[src/rtl/series_pkg.sv]
// series_pkg: shared definitions for the power-series controller.
//   state_t           controller state encoding
//   MODE_*            function select codes on the mode input
//   SEL_*             datapath operation codes on the sel output
//   mode_is_odd/sq/alt  per-function series properties
package series_pkg;

    typedef enum logic [3:0] {
        S_IDLE,
        S_INIT,
        S_MUL,
        S_INC1,
        S_DIV1,
        S_INC2,
        S_DIV2,
        S_ACC,
        S_CHK,
        S_DONE
    } state_t;

    localparam logic [1:0] MODE_EXP  = 2'd0;
    localparam logic [1:0] MODE_SIN  = 2'd1;
    localparam logic [1:0] MODE_COS  = 2'd2;
    localparam logic [1:0] MODE_SINH = 2'd3;

    localparam logic [1:0] SEL_MUL = 2'd0;
    localparam logic [1:0] SEL_DIV = 2'd1;
    localparam logic [1:0] SEL_ACC = 2'd2;

    // Odd series (sin, sinh): t and r start at x, c starts at 1.
    function automatic logic mode_is_odd(input logic [1:0] m);
        return (m == MODE_SIN) || (m == MODE_SINH);
    endfunction

    // Step is x*x and each term takes two counter/divide passes.
    function automatic logic mode_is_sq(input logic [1:0] m);
        return (m != MODE_EXP);
    endfunction

    // Alternating-sign series (sin, cos).
    function automatic logic mode_is_alt(input logic [1:0] m);
        return (m == MODE_SIN) || (m == MODE_COS);
    endfunction

endpackage

[src/rtl/series_term_counter.sv]
// series_term_counter: counts accumulated terms k.
//   clk, rst   clock, asynchronous active-low reset
//   clr        synchronous clear of k
//   inc        k <= k + 1
//   k_lsb      k[0], used for the alternating sign
//   k_max      k == MAX_TERMS
module series_term_counter #(
    parameter int MAX_TERMS = 8,
    parameter int K_W       = $clog2(MAX_TERMS + 1)
) (
    input  logic clk,
    input  logic rst,
    input  logic clr,
    input  logic inc,
    output logic k_lsb,
    output logic k_max
);

    localparam logic [K_W-1:0] K_LAST = K_W'(MAX_TERMS);

    logic [K_W-1:0] k;

    // NOTE: sequential state is written with non-blocking assignments so every
    // register samples the pre-edge values of its inputs.
    always_ff @(posedge clk or negedge rst) begin
        if (!rst) begin
            k <= '0;
        end else if (clr) begin
            k <= '0;
        end else if (inc) begin
            k <= k + K_W'(1);
        end
    end

    assign k_lsb = k[0];
    assign k_max = (k == K_LAST);

endmodule

[src/rtl/series_ctrl_p.sv]
// series_ctrl_p: sequencer for the iterative power-series datapath.
//   clk, rst                 clock, asynchronous active-low reset
//   start, abort             run request (IDLE only), synchronous abort
//   mode[1:0]                0 exp, 1 sin, 2 cos, 3 sinh
//   lt                       datapath small-term flag, sampled in CHK
//   init_t/init_r/init_c     initialise term, result and counter registers
//   t_odd, ld_x, xsq         initial-value select, step load, step = x*x
//   ld_t, ld_r, cnt          term load, result load, c <= c+1
//   sel[1:0], sub            datapath operation, subtract on accumulate
//   ready, done, limit       idle, completion pulse, ended on term limit
module series_ctrl_p
    import series_pkg::*;
#(
    parameter int MAX_TERMS = 8,
    parameter int K_W       = $clog2(MAX_TERMS + 1)
) (
    input  logic       clk,
    input  logic       rst,
    input  logic       start,
    input  logic       abort,
    input  logic [1:0] mode,
    input  logic       lt,
    output logic       init_t,
    output logic       init_r,
    output logic       init_c,
    output logic       t_odd,
    output logic       ld_x,
    output logic       xsq,
    output logic       ld_t,
    output logic       ld_r,
    output logic       cnt,
    output logic [1:0] sel,
    output logic       sub,
    output logic       ready,
    output logic       done,
    output logic       limit
);

    state_t     state, state_n;
    logic [1:0] mode_q;
    logic       limit_q;
    logic       k_lsb, k_max;

    logic f_odd, f_sq, f_alt;
    assign f_odd = mode_is_odd(mode_q);
    assign f_sq  = mode_is_sq(mode_q);
    assign f_alt = mode_is_alt(mode_q);

    series_term_counter #(
        .MAX_TERMS (MAX_TERMS),
        .K_W       (K_W)
    ) u_cnt (
        .clk   (clk),
        .rst   (rst),
        .clr   (state == S_INIT),
        .inc   (state == S_ACC),
        .k_lsb (k_lsb),
        .k_max (k_max)
    );

    always_ff @(posedge clk or negedge rst) begin
        if (!rst) begin
            state   <= S_IDLE;
            mode_q  <= MODE_EXP;
            limit_q <= 1'b0;
        end else begin
            state <= state_n;
            // Mode is captured on the edge that accepts start, so every
            // output during INIT is already decoded from registered state.
            if (state == S_IDLE && start) begin
                mode_q <= mode;
            end
            if (state == S_CHK) begin
                limit_q <= !lt && k_max;
            end
        end
    end

    // NOTE: every signal written here gets a default first, so no path can
    // leave one unassigned and infer a latch.
    always_comb begin
        state_n = state;
        init_t  = 1'b0;
        init_r  = 1'b0;
        init_c  = 1'b0;
        t_odd   = 1'b0;
        ld_x    = 1'b0;
        xsq     = 1'b0;
        ld_t    = 1'b0;
        ld_r    = 1'b0;
        cnt     = 1'b0;
        sel     = SEL_MUL;
        sub     = 1'b0;
        ready   = 1'b0;
        done    = 1'b0;
        limit   = 1'b0;

        unique case (state)
            S_IDLE: begin
                ready = 1'b1;
                if (start) state_n = S_INIT;
            end
            S_INIT: begin
                init_t  = 1'b1;
                init_r  = 1'b1;
                init_c  = 1'b1;
                ld_x    = 1'b1;
                t_odd   = f_odd;
                xsq     = f_sq;
                state_n = S_MUL;
            end
            S_MUL: begin
                ld_t    = 1'b1;
                sel     = SEL_MUL;
                state_n = S_INC1;
            end
            S_INC1: begin
                cnt     = 1'b1;
                state_n = S_DIV1;
            end
            S_DIV1: begin
                ld_t    = 1'b1;
                sel     = SEL_DIV;
                state_n = f_sq ? S_INC2 : S_ACC;
            end
            S_INC2: begin
                cnt     = 1'b1;
                state_n = S_DIV2;
            end
            S_DIV2: begin
                ld_t    = 1'b1;
                sel     = SEL_DIV;
                state_n = S_ACC;
            end
            S_ACC: begin
                ld_r    = 1'b1;
                sel     = SEL_ACC;
                // k is still the pre-increment count here: even k subtracts,
                // so the first accumulated term is negative.
                sub     = f_alt && !k_lsb;
                state_n = S_CHK;
            end
            S_CHK: begin
                if (lt || k_max) state_n = S_DONE;
                else             state_n = S_MUL;
            end
            S_DONE: begin
                done    = 1'b1;
                limit   = limit_q;
                state_n = S_IDLE;
            end
            default: state_n = S_IDLE;
        endcase

        if (abort && state != S_IDLE) begin
            state_n = S_IDLE;
        end
    end

endmodule

[config.mk]
export PLATFORM = sky130hd
export DESIGN_NAME = series_ctrl_p
export DESIGN_NICKNAME = d
export VERILOG_FILES = /design/src/rtl/series_pkg.sv /design/src/rtl/series_term_counter.sv /design/src/rtl/series_ctrl_p.sv
export SDC_FILE = /design/constraint.sdc
export NUM_CORES = 1
export LEC_CHECK = 0
export BUFFER_PORTS_ARGS = -buffer_cell sky130_fd_sc_hd__buf_2
export CAP_MARGIN = 20
export CORE_MARGIN = 8
export CORE_UTILIZATION = 37
export DETAILED_ROUTE_END_ITERATION = 16
export GPL_ROUTABILITY_DRIVEN = 0
export PLACE_DENSITY_LB_ADDON = 0.15
export SKIP_CTS_REPAIR_TIMING = 1
export SLEW_MARGIN = 20
export SYNTH_ARGS = -nofsm -noshare
export SYNTH_HDL_FRONTEND = slang
export SYNTH_SLANG_ARGS = --single-unit
[constraint.sdc]
create_clock -name clk -period 4.09 [get_ports clk]
set_input_delay 0.818 -clock clk [delete_from_list [all_inputs] [get_ports clk]]
set_output_delay 0.818 -clock clk [all_outputs]
set_load 0.05 [all_outputs]
## Word-level counts from Yosys, hierarchy flattened

Index checks and enable logic that the tools add are counted.

| operators by class | value |
|---|---|
| add/sub/neg operators | 1 |
| eq/ne operators | 14 |
| muxes and demuxes | 18 |
| reduce and logical (&&, ||, !) cells | 16 |

Operator list:

| operator | number |
|---|---|
| $pmux W4 S9 | 1 |
| $mux W4 | 5 |
| $eq A4 B3 Y1 const B | 4 |
| $eq A4 B4 Y1 const B | 3 |
| $mux W1 | 10 |
| $eq A4 B2 Y1 const B | 2 |
| $add A4 B1 Y4 const B | 1 |
| $eq A2 B2 Y1 const B | 2 |
| $eq A4 B1 Y1 const B | 1 |
| $logic_and A1 B1 Y1 | 4 |
| $logic_not A4 Y1 | 1 |
| $pmux W2 S2 | 1 |
| $reduce_bool A2 Y1 | 2 |
| $reduce_bool A4 Y1 | 1 |
| $reduce_or A2 Y1 | 2 |
| $logic_or A1 B1 Y1 | 3 |
| $ne A3 B2 Y1 const B | 1 |
| $reduce_or A3 Y1 | 1 |
| $eq A2 B1 Y1 const B | 1 |
| $logic_not A1 Y1 | 2 |
| $mux W2 | 1 |

| word-level totals | value |
|---|---|
| bits in registers | 11 |
| input port bits | 7 |
| output and inout bits | 15 |
| word-level logic and storage cells | 53 |

## Longest topological paths before layout

| depth | value |
|---|---|
| depth after elaboration | 5 |
| mapped depth | 5 |
| mapped depth without buffers | 5 |

## Modules after synthesis

From an unflattened synthesis, not the netlist that was laid out.

| second synthesis, totals | value |
|---|---|
| cell total of the unflattened synthesis | 77 |
| area, all modules | 774.5 µm² |

Modules (own cells, without submodules):

| module | instances | cells each | area an instance (µm²) |
|---|---|---|---|
| series_ctrl_p | 1 | 56 | 554.3 |
| series_term_counter | 1 | 21 | 220.2 |

## Least setup slack after synthesis

No wires, ideal clock.

| timing path | value |
|---|---|
| path kind | register -> output |
| start point | reg state[3] |
| end point | out xsq |
| arrival | 2199 ps |
| path slack | 1073 ps |
| cell stages (with the launch flop) | 4 |
| cells stage by stage | dfrtp_1 > buf_2 > nor4b_4 > nor2b_1 |

| on the way | value |
|---|---|
| cells in the longest elaborated chain, start to end | 2 |

RTL lines:

| item | line | text |
|---|---|---|
| from (decl) | series_ctrl_p.sv:39 | `state_t state, state_n;` |
| from (signal assigned) | series_ctrl_p.sv:67 | `state <= state_n;` |
| $eq A4 B1 Y1 | series_ctrl_p.sv:98 | `unique case (state)` |
| $mux W1 | series_ctrl_p.sv:98 |  |
| to (decl) | series_ctrl_p.sv:28 | `output logic xsq,` |

Every way passes these cells.

## Worst setup path after layout

| timing path | value |
|---|---|
| start point | reg state[2] |
| end point | out xsq |

The elaborated chain is that of the path after synthesis.

==> metrics.yaml <==
status: "finished, final reports clean"
leakage_uw: 0.0004900
rows: 17
required_ns: 3.27
place_inst: 118
finalCriticalPeriod_ns: 2.712
r2r_cells: 3
clockBufferDepth: 2
routed_wirelength_mm: 1.516
port_buffers: 21
final_core_util_pct: 42.92
areaGrowthSynthToFinish_pct: 12.35
ir_drop_mv: 0.3962
grt_max_degree: 12
cp-end-kind: "output pin"
synth.avg_cell_area_um2: 10.66
cp_data_arrival_time_ns: 1.89
synth-seq-cells: 11
yosys_warnings: 0
power_density_nw_per_um2: 824.9
worstMarginPinSlew_ns: 0.5607
fmax_mhz: 368.7
crit_buf_inv: 1
diodes: 0
cts_tree: "yes"
grt_first_pass_wirelength_mm: 2.718
ys_seq_area_share_pct: 33.54
nets: 107
root_buffer: "clkbuf_4"
slew_headroom_pct: 62.62
skew_ns: 0.0004577
syn_nets: 89
finalNonFillerCells: 122
path_delay_family: "simple AND/OR/NAND/NOR gates"
routedWlPerCell_um: 12.43
ant_nets: 0
yosysTopAreaCell: "dfrtp_1"
fp.dieArea_um2: 3982
ys_types: 36
grt_pass1_vias: 602
hpwl_mm: 1.175
fill_cells: 222
setup-tns-final_ns: 0
reg2reg_slack_ns: 2.46
fp.dieH_um: 63.10
cp_slowest_cell: "dfrtp_1"
clkTransAtPathRegs_ns: 0.07
period_share_pct: 66.31
worstReg2RegEnd: "state[2]"
grt_usage_pct: 8.388
crit_type: "reg2out"
drive_gt1_share_pct: 35.11
cts.sinks: 11
io_pins: 22
syn-cell-area_um2: 820.8
initial_core_util_pct: 38.21
core_area_um2: 2148
syn_inst: 77
grt-ovfl-total: 0
vias: 581
drt-initial-drc-count: 9
cp-start-kind: "flip-flop"
viasPerCell: 4.762
r2r-start: "state[2]"
synth_top_area_share_pct: 33.54
hold_class: "in2async"
cts_made_buffers: 3
drc: 0
worstPathCellList: "nor4b_4, nor2b_1, buf_2"
die_w_um: 63.10
cp_max_fo: 10
slowest_delay_ns: 0.58
cts-htree-levels: 1
hold_viol: 0
netlist_top_cells_area: "dfrtp_1 34%, ha_1 7.6%, nor4b_4 5.8%"
setup_violations: 0
drv_cap: 0
antenna_found_initial: 0
rsz0062_at_grt: "false"
finalMaxSlewViolations: 0
clk_latency_ns: 0.28
dr.pass1.iters: 3
## layer usage
| layer | share of wire (%) | routed length (um) | global-route usage, % | vias up |
|---|---|---|---|---|
| met2 | 41 | 618 | 12.55 | 20 |
| met5 | 0 | 0 | 0 | - |
| met4 | 2.9 | 44 | 5.983 | 0 |
| li1 | - | - | - | 291 |
| met3 | 6.8 | 103 | 2.827 | 5 |
| met1 | 49 | 750 | 9.774 | 265 |
## synth_stat cells, drive strengths merged
master / number
a21oi: 5
a211oi: 1
and3: 2
or3b: 1
mux2i: 1
nand2: 2
mux2: 2
nor3b: 1
nor2: 5
nand4b: 1
and2: 1
xnor2: 2
or3: 3
nor4: 1
a211o: 1
or2: 1
nor4b: 2
inv: 8
nor2b: 3
nand3: 1
ha: 5
o32ai: 1
o21ba: 1
o21ai: 3
o31ai: 1
dfrtp: 11
o21a: 1
o22ai: 1
and3b: 1
buf: 8
## cell families (layout without fill, tap and decap cells)
kind of cell,Yosys count,after routing,share of synthesized area [%]
buf+inv,16,33,11.59
simple gates,25,25,26.37
flops,11,11,33.54
compound gates,15,15,14.79
xor+xnor,2,2,2.135
fa+ha+maj,5,5,7.622
mux,3,3,3.963
## cell usage in the layout (no fill, tap or decap), types with 2 or more instances in the layout
| cell | instances |
|---|---|
| a21oi_1 | 4 |
| and3_1 | 2 |
| buf_2 | 21 |
| clkbuf_4 | 3 |
| dfrtp_1 | 11 |
| ha_1 | 5 |
| inv_1 | 7 |
| mux2_1 | 2 |
| nand2_1 | 2 |
| nor2_1 | 5 |
| nor2b_1 | 3 |
| nor4b_4 | 2 |
| o21ai_0 | 2 |
| or3_1 | 2 |
| xnor2_1 | 2 |
## sequential cells by signal, summed over array words and instances, names as in the netlist
signal / flops
u_cnt.k: 4
mode_q: 2
limit_q: 1
state: 4
## power by group
part           internal (uW)  total (uW)  switching, uW
Clock                   37.9        77.9           40.0
Combinational            149         465            316
Sequential               140         218           77.6
## worst register-to-register path, stage by stage, from the launching register on
cell	delay, ns
dfrtp_1	0.58
or3_4	0.49
o31ai_4	0.26
o21ba_1	0.19
## worst max-delay path by stage
stage | startpoint | endpoint | slack, ns | cells after the start
floorplan | state[3] | xsq | 1.07 | 3
global placement | state[2] | xsq | 1.69 | 3
detailed placement | state[2] | xsq | 1.68 | 3
CTS | state[2] | xsq | 1.34 | 3
global route | state[0] | xsq | 1.25 | 3
finish | state[2] | xsq | 1.38 | 3
## per-stage QoR
step	setup slack, ns	total power, uW	hold slack (ns)	cell area [um^2]
after floorplan	1.073	645.6	0.4910	820.8
after global placement	1.689	691.4	0.5180	895.9
after detailed placement	1.675	692.3	0.5194	895.9
after CTS	1.336	774.7	0.4042	922.1
after global routing	1.253	810.1	0.4226	922.1
final	1.378	760.7	0.3985	922.1
## layout make-up
| type | count | area [um^2] | share of cell area, % |
|---|---|---|---|
| clock buffers | 4 | 26.28 | 2.849 |
| well taps | 28 | 35.03 | 3.799 |
| repair buffers | 21 | 105.1 | 11.40 |
| inverters | 8 | 30.03 | 3.256 |
| multi-input cells | 50 | 450.4 | 48.85 |
| flip-flops and latches | 11 | 275.3 | 29.85 |
Note: power is estimated with default switching activity, not from simulation.
